<file path="config.mk">
export PLATFORM = sky130hd
export DESIGN_NAME = mul_arbiter
export DESIGN_NICKNAME = d
export VERILOG_FILES = /design/src/rtl/mul_arbiter.sv
export SDC_FILE = /design/constraint.sdc
export NUM_CORES = 1
export LEC_CHECK = 0
export BUFFER_PORTS_ARGS = -buffer_cell sky130_fd_sc_hd__buf_2
export CAP_MARGIN = 25
export CORE_MARGIN = 3
export CORE_UTILIZATION = 45
export DETAILED_ROUTE_END_ITERATION = 12
export GPL_ROUTABILITY_DRIVEN = 0
export PLACE_DENSITY = 0.66
export SYNTH_ARGS = -nofsm -noshare
export SYNTH_HDL_FRONTEND = slang
export SYNTH_SLANG_ARGS = --single-unit
</file>
<file path="constraint.sdc">
create_clock -name clk -period 4.4 [get_ports clk]
set_clock_uncertainty 0.2 [all_clocks]
set_input_delay 0.22 -clock clk [delete_from_list [all_inputs] [get_ports clk]]
set_output_delay 0.22 -clock clk [all_outputs]
set_load 0.03 [all_outputs]
</file>
<file path="src/rtl/mul_arbiter.sv">
// -----------------------------------------------------------------------------
// mul_arbiter
//   Two-requester front end for a single sequential shift-add multiplier.
//   A requester raises its req bit with operands on its a/b inputs and holds
//   the request until it sees a one-cycle ack pulse.  Operands are latched at
//   grant, so later operand changes do not disturb the product in flight.
//   Simultaneous requests alternate using a last-served pointer.  A zero
//   operand skips the multiplier and completes in one cycle with result 0.
//
//   Ports
//     clk       system clock, rising edge
//     rst       asynchronous active-high reset
//     req[1:0]  request levels, bit i held until ack[i]
//     a0, b0    requester 0 operands (BITS each)
//     a1, b1    requester 1 operands (BITS each)
//     ack[1:0]  one-cycle completion pulse to the granted requester
//     result    registered 2*BITS product of the last completed operation
//     grant_id  requester currently or most recently served
//     busy      high whenever the controller is not idle
//
//   Timing (nonzero operands, idle multiplier): req seen in IDLE cycle 0,
//   START cycle 1, WAIT cycles 2..BITS+2, ack in cycle BITS+3.
// -----------------------------------------------------------------------------

// -----------------------------------------------------------------------------
// mul_arbiter_mult
//   Unsigned sequential multiplier, one partial product per clock.
//   en (one cycle) loads the operands; done drops the following cycle and
//   rises again BITS cycles later with result = data_a * data_b.
//
//   Ports
//     clk      clock
//     en       start pulse, samples data_a/data_b
//     data_a   multiplicand (BITS)
//     data_b   multiplier (BITS)
//     result   product (2*BITS), valid while done is high after a run
//     done     high when no operation is in progress
// -----------------------------------------------------------------------------
module mul_arbiter_mult #(
  parameter int BITS = 16
) (
  input  logic              clk,
  input  logic              en,
  input  logic [BITS-1:0]   data_a,
  input  logic [BITS-1:0]   data_b,
  output logic [2*BITS-1:0] result,
  output logic              done
);

  localparam int CW = $clog2(BITS + 1);

  logic [CW-1:0]     cnt;
  logic [2*BITS-1:0] acc;
  logic [2*BITS-1:0] mcand;
  logic [BITS-1:0]   mplier;

  // NOTE: this datapath deliberately has no reset.  An arbiter reset must not
  // abort a run in progress: the multiplier drains on its own and the
  // controller waits for done.  From an arbitrary power-up value the down
  // counter reaches zero (done) within 2**CW-1 cycles, so no reset is needed
  // for it to become usable.
  always_ff @(posedge clk) begin
    if (en) begin
      acc    <= '0;
      mcand  <= {{BITS{1'b0}}, data_a};
      mplier <= data_b;
      cnt    <= CW'(BITS);
    end else if (cnt != '0) begin
      if (mplier[0]) begin
        acc <= acc + mcand;
      end
      mcand  <= mcand << 1;
      mplier <= mplier >> 1;
      cnt    <= cnt - 1'b1;
    end
  end

  assign result = acc;
  assign done   = (cnt == '0);

endmodule

module mul_arbiter #(
  parameter int BITS = 16
) (
  input  logic              clk,
  input  logic              rst,
  input  logic [1:0]        req,
  input  logic [BITS-1:0]   a0,
  input  logic [BITS-1:0]   b0,
  input  logic [BITS-1:0]   a1,
  input  logic [BITS-1:0]   b1,
  output logic [1:0]        ack,
  output logic [2*BITS-1:0] result,
  output logic              grant_id,
  output logic              busy
);

  typedef enum logic [1:0] {
    IDLE,
    START,
    WAIT,
    ACK
  } state_t;

  state_t            state;
  logic              last;      // last-served requester
  logic [BITS-1:0]   op_a;
  logic [BITS-1:0]   op_b;

  logic              mul_en;
  logic [2*BITS-1:0] mul_result;
  logic              mul_done;

  logic              win;
  logic [BITS-1:0]   sel_a;
  logic [BITS-1:0]   sel_b;

  // Arbitration: a lone request wins outright; on a tie the requester that
  // was not served last wins.
  // NOTE: every always_comb output gets a default first so no path leaves it
  // unassigned, which would infer a latch.
  always_comb begin
    win   = 1'b0;
    sel_a = a0;
    sel_b = b0;
    if (req == 2'b11) begin
      win = ~last;
    end else begin
      win = req[1];
    end
    if (win) begin
      sel_a = a1;
      sel_b = b1;
    end
  end

  // NOTE: all state and outputs are updated with non-blocking assignments so
  // every register in this block sees the pre-edge values of the others.
  always_ff @(posedge clk or posedge rst) begin
    if (rst) begin
      state    <= IDLE;
      ack      <= 2'b00;
      result   <= '0;
      grant_id <= 1'b0;
      busy     <= 1'b0;
      mul_en   <= 1'b0;
      last     <= 1'b1;   // requester 0 wins the first tie
      op_a     <= '0;
      op_b     <= '0;
    end else begin
      // Pulses default low; only the transitions below raise them.
      ack    <= 2'b00;
      mul_en <= 1'b0;
      case (state)
        IDLE: begin
          // Grant only once the multiplier is free; after a mid-operation
          // reset it may still be draining the aborted run.
          if ((req != 2'b00) && mul_done) begin
            grant_id <= win;
            last     <= win;
            op_a     <= sel_a;
            op_b     <= sel_b;
            busy     <= 1'b1;
            if ((sel_a == '0) || (sel_b == '0)) begin
              // Zero operand: product is known, skip the multiplier.
              result <= '0;
              ack    <= {win, ~win};
              state  <= ACK;
            end else begin
              mul_en <= 1'b1;
              state  <= START;
            end
          end
        end
        START: begin
          // mul_en was high for this cycle only; the multiplier has now
          // captured op_a/op_b.
          state <= WAIT;
        end
        WAIT: begin
          if (mul_done) begin
            result <= mul_result;
            ack    <= {grant_id, ~grant_id};
            state  <= ACK;
          end
        end
        ACK: begin
          busy  <= 1'b0;
          state <= IDLE;
        end
        default: begin
          busy  <= 1'b0;
          state <= IDLE;
        end
      endcase
    end
  end

  mul_arbiter_mult #(
    .BITS (BITS)
  ) u_mult (
    .clk    (clk),
    .en     (mul_en),
    .data_a (op_a),
    .data_b (op_b),
    .result (mul_result),
    .done   (mul_done)
  );

endmodule

</file>
==> flow_summary.yaml, run 1 <==
setup_path:
  cp-end-kind: "flip-flop"
  crit_type: "flip-flop to flip-flop"
  cp_max_fo: 7
  cp.arrival_ns: 3.18
  crit_path_start_kind: "flip-flop"
  cp.required_ns: 4.50
timing:
  hold_viol: 0
  slew_violations: 0
  fin_crit_sh_pct: 70.1
  rsz0062_at_grt: "no"
  finalCriticalPeriod_ns: 3.09
  tns_ns: 0
  setup_viol: 0
  relSlewSlack_pct: 45.0
  fmaxAchievable_mhz: 324
  worstMarginPinSlew_ns: 0.823
outcome:
  status: "finished, final reports clean"
die:
  rows: 48
  die_area_sq_um: 19800
  io_pins: 104
  initial_core_util_pct: 46.6
  die_width_um: 141
  core_area_sq_um: 17500
  fp.dieH_um: 141
route:
  ant_nets: 0
  drtIter0Drc: 421
  routed_wl_um: 20300
  avgRoutedWirePerCell_um: 16.7
  firstDrtPassIters: 6
  vias: 6734
  drc: 0
  viasPerCell: 5.54
synth:
  yosysSeqAreaShare_pct: 46.9
  syn_nets: 929
  async_flop_share_pct: 45.9
  yosysMostFrequentCell: "nand2_1"
  netlist.top_cell.by_area: "dfrtp_1"
  yosysTopAreaCellShare_pct: 21.8
  syn_inst: 825
  ys_top_cells_by_area: "dfrtp_1 (22%), dfxtp_1 (13%), edfxtp_1 (12%), a21oi_1 (5.8%), ha_1 (5.4%)"
  synthFlopType: "dfrtp_1"
  synth.top_cells.by_count: "nand2_1 (101), a21oi_1 (94), dfrtp_1 (71)"
  ys_seq_elements: 157
  synth_area_per_cell_sq_um: 9.90
  synth_edf_count: 32
  synth.distinct_cells: 73
  yosys_warnings: 0
  syn-cell-area_sq_um: 8160
cts:
  cts-root-buf: "clkbuf_16"
  clk_latency_ns: 0.42
  h-tree-depth: 4
  cts_tree: "yes"
  numCtsBuffers: 17
  path_clk_slew_ns: 0.06
  cts_sinks: 157
  clock_path_buffers: 2
  cts_setup_buffers: 0
pwr:
  p_per_area_nw_per_um2: 812
  vdd_drop_max_v: 0.000469
  fin_total_pwr_mw: 8.21
  p_leak_nw: 4.39
final_layout:
  finalInstanceArea_sq_um: 10100
  final_nets: 1081
  antenna_cells: 0
  fin_util_pct: 57.7
  layout-drive-gt1-share_pct: 19.5
  area_delta_synth_final_pct: 23.9
place:
  numPortBuffers: 103
  place_hpwl_um: 13800
  dpl_cell_area_sq_um: 8850
global_routing:
  grt_pass1_wl_um: 33800
  grt-ovfl-total: 0
  grt.total_usage_pct: 21.1
  grt_max_degree: 54
  antenna_found_initial: 0
  grt_pass1_vias: 6600
min_path:
  hold_path.class: "input pin to flip-flop"
job:
  cap_violations: 0
[stage by stage]
step	worst slack [ns]	cells	hold slack (ns)
2_1_floorplan	1.70	825	0.227
3_3_place_gp	1.31	1117	0.237
3_5_place_dp	1.16	1117	0.236
4_1_cts	1.10	1214	0.0690
5_1_grt	1.11	1215	0.0886
6_report	1.31	1215	0.0900
[power by group]
part / switching [mW] / leakage, nW / internal, mW / total [mW]
Sequential: 0.468 / 1.66 / 2.21 / 2.68
Clock: 0.602 / 0.278 / 0.856 / 1.46
Combinational: 2.40 / 2.45 / 1.67 / 4.07
[layout by cell type (no fill, tap or decap), drive strengths merged, types with 19 or more instances in the layout]
| master | count |
|---|---|
| a21oi | 94 |
| a22o | 32 |
| buf | 113 |
| clkbuf | 20 |
| dfrtp | 71 |
| dfxtp | 53 |
| dlygate4sd3 | 65 |
| edfxtp | 32 |
| ha | 35 |
| mux2 | 35 |
| mux2i | 36 |
| nand2 | 101 |
| nor2 | 67 |
| nor4 | 19 |
| o21ai | 37 |
[routing by layer]
layer	global-route usage, %	share of wire (%)	wire, um	up-vias
met5	0	0	0	-
met1	29.0	47	9480	3186
met3	4.61	5.2	1060	22
met2	34.0	47	9450	196
li1	-	-	-	3330
met4	5.81	1.5	302	0
[layout make-up]
cell class | instances | area, sq um
Clock buffer | 20 | 447
Clock inverter | 12 | 136
Fill cell | 1505 | 7420
Inverter | 11 | 41.3
Multi-Input combinational cell | 612 | 4120
Sequential cell | 157 | 3830
Tap cell | 225 | 282
Timing Repair Buffer | 178 | 1260
[final timing paths]
path,start,endpoint,slack (ns),depth (start not counted)
worst max-delay path,u_mult.mcand[0],u_mult.result[28],1.31,9
worst min register to register,u_mult.result[4],u_mult.result[4],0.27,2
worst min-delay path,req[0],ack[1],0.09,4
min in group asynchronous,rst,op_b[10],0.28,3
max in group asynchronous,rst,last,2.69,4
worst max register to register,u_mult.mcand[0],u_mult.result[28],1.31,9
[critical path, cell delays in order, from the launching register on]
cell and delay (ns):
edfxtp_1 0.39, ha_1 0.23, fa_1 0.41, a21oi_1 0.20, and4b_1 0.25, nor3b_2 0.45, nor4_1 0.14, or4_1 0.44
xnor2_1 0.18, o21ai_1 0.07
[what timing repair did]
action	CTS	global route
hold buffers	65	0
endpoints found under the hold margin	68	0
gates resized for setup	0	0
[sequential cells by signal, indices dropped and copies added, names as in the netlist, 5 cells and up]
name and count:
op_a 16, op_b 16, result 32, u_mult.cnt 5
u_mult.mcand 32, u_mult.mplier 16, u_mult.result 32
[kinds of logic after synthesis]
group           Yosys count  synth area share [%]
xor+xnor                 24                  2.57
fa+ha+maj                36                  5.61
compound gates          223                  17.6
flops                   157                  46.9
simple gates            258                  15.1
buf+inv                  56                  2.99
mux                      71                  9.24
(Power assumes the default switching activity.)
==> run 2, diff against run 1 <==
Settings changed: ABC_AREA set to 1, PLACE_DENSITY 0.66 to 0.65.
Clock period 4.4 ns to 3.1 ns, I/O delays scaled along.
==> run 2 against run 1 <==
Against the previous run: final area grew 11%; setup slack got worse by 0.98 ns; critical path depth increased by 3; highest routed layer unchanged.
==> flow_summary.yaml, run 2 <==
final_layout:
  finalInstanceArea_sq_um: 11200
  layout-drive-gt1-share_pct: 11.4
  reg.largest.list: "result x32, u_mult.mcand x32, u_mult.result x32"
  seqCellArea_sq_um: 3820
  final_nets: 1603
  multi_input_area_sq_um: 4360
  layout_common_cells: "nand2_1 (494), inv_1 (194), nor2_1 (151)"
  filler_cell_count: 1901
  area_delta_synth_final_pct: 21.9
  fin_cells: 1777
  antenna_cells: 0
  final_common_cell: "nand2_1"
pwr:
  p_leak_nw: 6.30
  vdd_drop_max_v: 0.000424
  power.internal_mw: 7.01
  power_frac_seq_pct: 28.5
  switchingPower_mw: 6.20
  clockPowerShare_pct: 16.3
  p_sw_share_pct: 46.9
  p_per_area_nw_per_um2: 1180
  combinationalPowerShare_pct: 55.2
global_routing:
  grt_max_degree: 54
  antenna_found_initial: 0
  grt.total_usage_pct: 22.5
  grt_pass1_vias: 8307
  grt_pass1_wl_um: 40400
  grt-ovfl-total: 0
synth:
  ys_seq_elements: 157
  syn-cell-area_sq_um: 9170
  synthFlopType: "dfrtp_1"
  yosysSeqAreaShare_pct: 41.7
  yosysMostFrequentCell: "nand2_1"
  synth.top_cells.by_count: "nand2_1 (494), inv_1 (195), nor2_1 (151)"
  async_flop_share_pct: 45.9
  syn_inst: 1343
  ys_top_cells_by_area: "nand2_1 (20%), dfrtp_1 (19%), dfxtp_1 (12%), edfxtp_1 (10%), inv_1 (8.0%)"
  yosysTopAreaCellShare_pct: 20.2
  netlist.top_cell.by_area: "nand2_1"
  synth_area_per_cell_sq_um: 6.83
  syn_nets: 1447
  synth.distinct_cells: 39
  yosys_warnings: 0
  synth_edf_count: 32
die:
  io_pins: 104
  die_area_sq_um: 22100
  core_area_sq_um: 19700
  rows: 51
  initial_core_util_pct: 46.5
  die_width_um: 149
  fp.dieH_um: 149
place:
  dpl.cell_count: 1680
  dpl_cell_area_sq_um: 9920
  numPortBuffers: 103
  place_hpwl_um: 17400
cts:
  cts_tree: "yes"
  cts_setup_buffers: 0
  clock_path_buffers: 2
  numCtsBuffers: 17
  h-tree-depth: 4
  cts-root-buf: "clkbuf_16"
  clk_latency_ns: 0.44
  cts_sinks: 157
  path_clk_slew_ns: 0.07
setup_path:
  crit_path_start_kind: "flip-flop"
  slowest_stage: "dlygate4sd3_1"
  cp_cell_sequence: "inv_1 > ha_1 > nand2_1 > nor2_1 > nand2_1 > nor2_1 > inv_1 > nor2_4 > buf_4 > nor2_1 > a31oi_1 > dlygate4sd3_1"
  cpPeakStageDelay_ns: 0.58
  cp-end-kind: "flip-flop"
  r2r_setup_slack_ns: 0.34
  cp.arrival_ns: 2.93
  cp.required_ns: 3.27
  crit_type: "flip-flop to flip-flop"
  crit_top_cell: "nor2_1"
  cp_max_fo: 34
timing:
  worstMarginPinSlew_ns: 0.695
  hold_viol: 0
  relSlewSlack_pct: 53.6
  setup_viol: 0
  rsz0062_at_grt: "no"
  tns_ns: 0
  finalCriticalPeriod_ns: 2.76
  fmaxAchievable_mhz: 362
  fin_crit_sh_pct: 89.1
  slew_violations: 0
outcome:
  status: "finished, final reports clean"
route:
  ant_nets: 0
  firstDrtPassIters: 5
  drc: 0
  drtIter0Drc: 452
  avgRoutedWirePerCell_um: 13.5
  routed_wl_um: 24000
  vias: 8624
  viasPerCell: 4.85
min_path:
  hold_path.class: "input pin to flip-flop"
job:
  cap_violations: 0
[run 2: critical path, delay by kind of cell (launching register included)]
kind,cells,cell delay (ns)
AOI/OAI and AO/OA,1,0.15
adders and majority gates,1,0.16
and+or+nand+nor,6,0.77
DFF,1,0.32
buffers and inverters,4,1.08
[run 2: final timing paths]
path | cells after the start | endpoint | from
max | 12 | op_b[0] | u_mult.cnt[0]
min | 5 | mul_en | req[0]
max reg2reg | 12 | op_b[0] | u_mult.cnt[0]
min reg2reg | 2 | result[28] | result[28]
max in group asynchronous | 4 | last | rst
min in group asynchronous | 3 | result[23] | rst
[run 2: what timing repair did]
action	4_1_cts	5_1_grt
resized for setup	0	0
endpoints found under the hold margin	58	0
hold buffers	65	0
setup endpoints to repair	0	0
[run 2: cell families (layout without fill, tap and decap cells)]
group / count (synthesis) / count (layout) / share of synthesized area, %
adder cells (fa/ha/maj): 36 / 36 / 4.99
buffers and inverters: 246 / 415 / 10.8
flip-flops: 157 / 157 / 41.7
AND/OR/NAND/NOR: 775 / 775 / 34.1
AO/OA/AOI/OAI: 115 / 115 / 7.15
XOR/XNOR: 14 / 14 / 1.34
[run 2: cell type report]
cell class | instances | area share [%]
clock inverters | 15 | 1.59
multi-input cells | 940 | 39.0
flip-flops and latches | 157 | 34.2
clock buffers | 17 | 3.81
repair buffers | 183 | 11.7
well taps | 265 | 2.97
inverters | 200 | 6.72
[run 2: metrics by stage]
step	hold WS (ns)	util, %	setup WS [ns]	power, mW
after floorplan	0.115	-	0.360	8.92
after global placement	0.0585	50.3	0.492	10.6
after detailed placement	0.0542	50.3	0.411	10.7
after CTS	0.000818	56.7	0.362	13.2
after global routing	0.0591	56.7	0.0389	14.5
final	0.00867	56.7	0.338	13.2
[run 2: power by group through the flow]
stage	clock (mW)	sequential [mW]	combinational (mW)
2_1_floorplan	0	3.75	5.17
3_3_place_gp	0	3.79	6.77
3_5_place_dp	0	3.80	6.87
4_1_cts	2.19	3.77	7.27
5_1_grt	2.28	3.86	8.39
6_report	2.15	3.77	7.29
[run 2: routing by layer]
metal  up-vias  global-route usage, %  wire (um)
li1       4491                      -          -
met4         0                   6.41        514
met1      3887                   29.0      10700
met5         -                      0          0
met2       216                   39.0      11700
met3        30                   4.28       1020
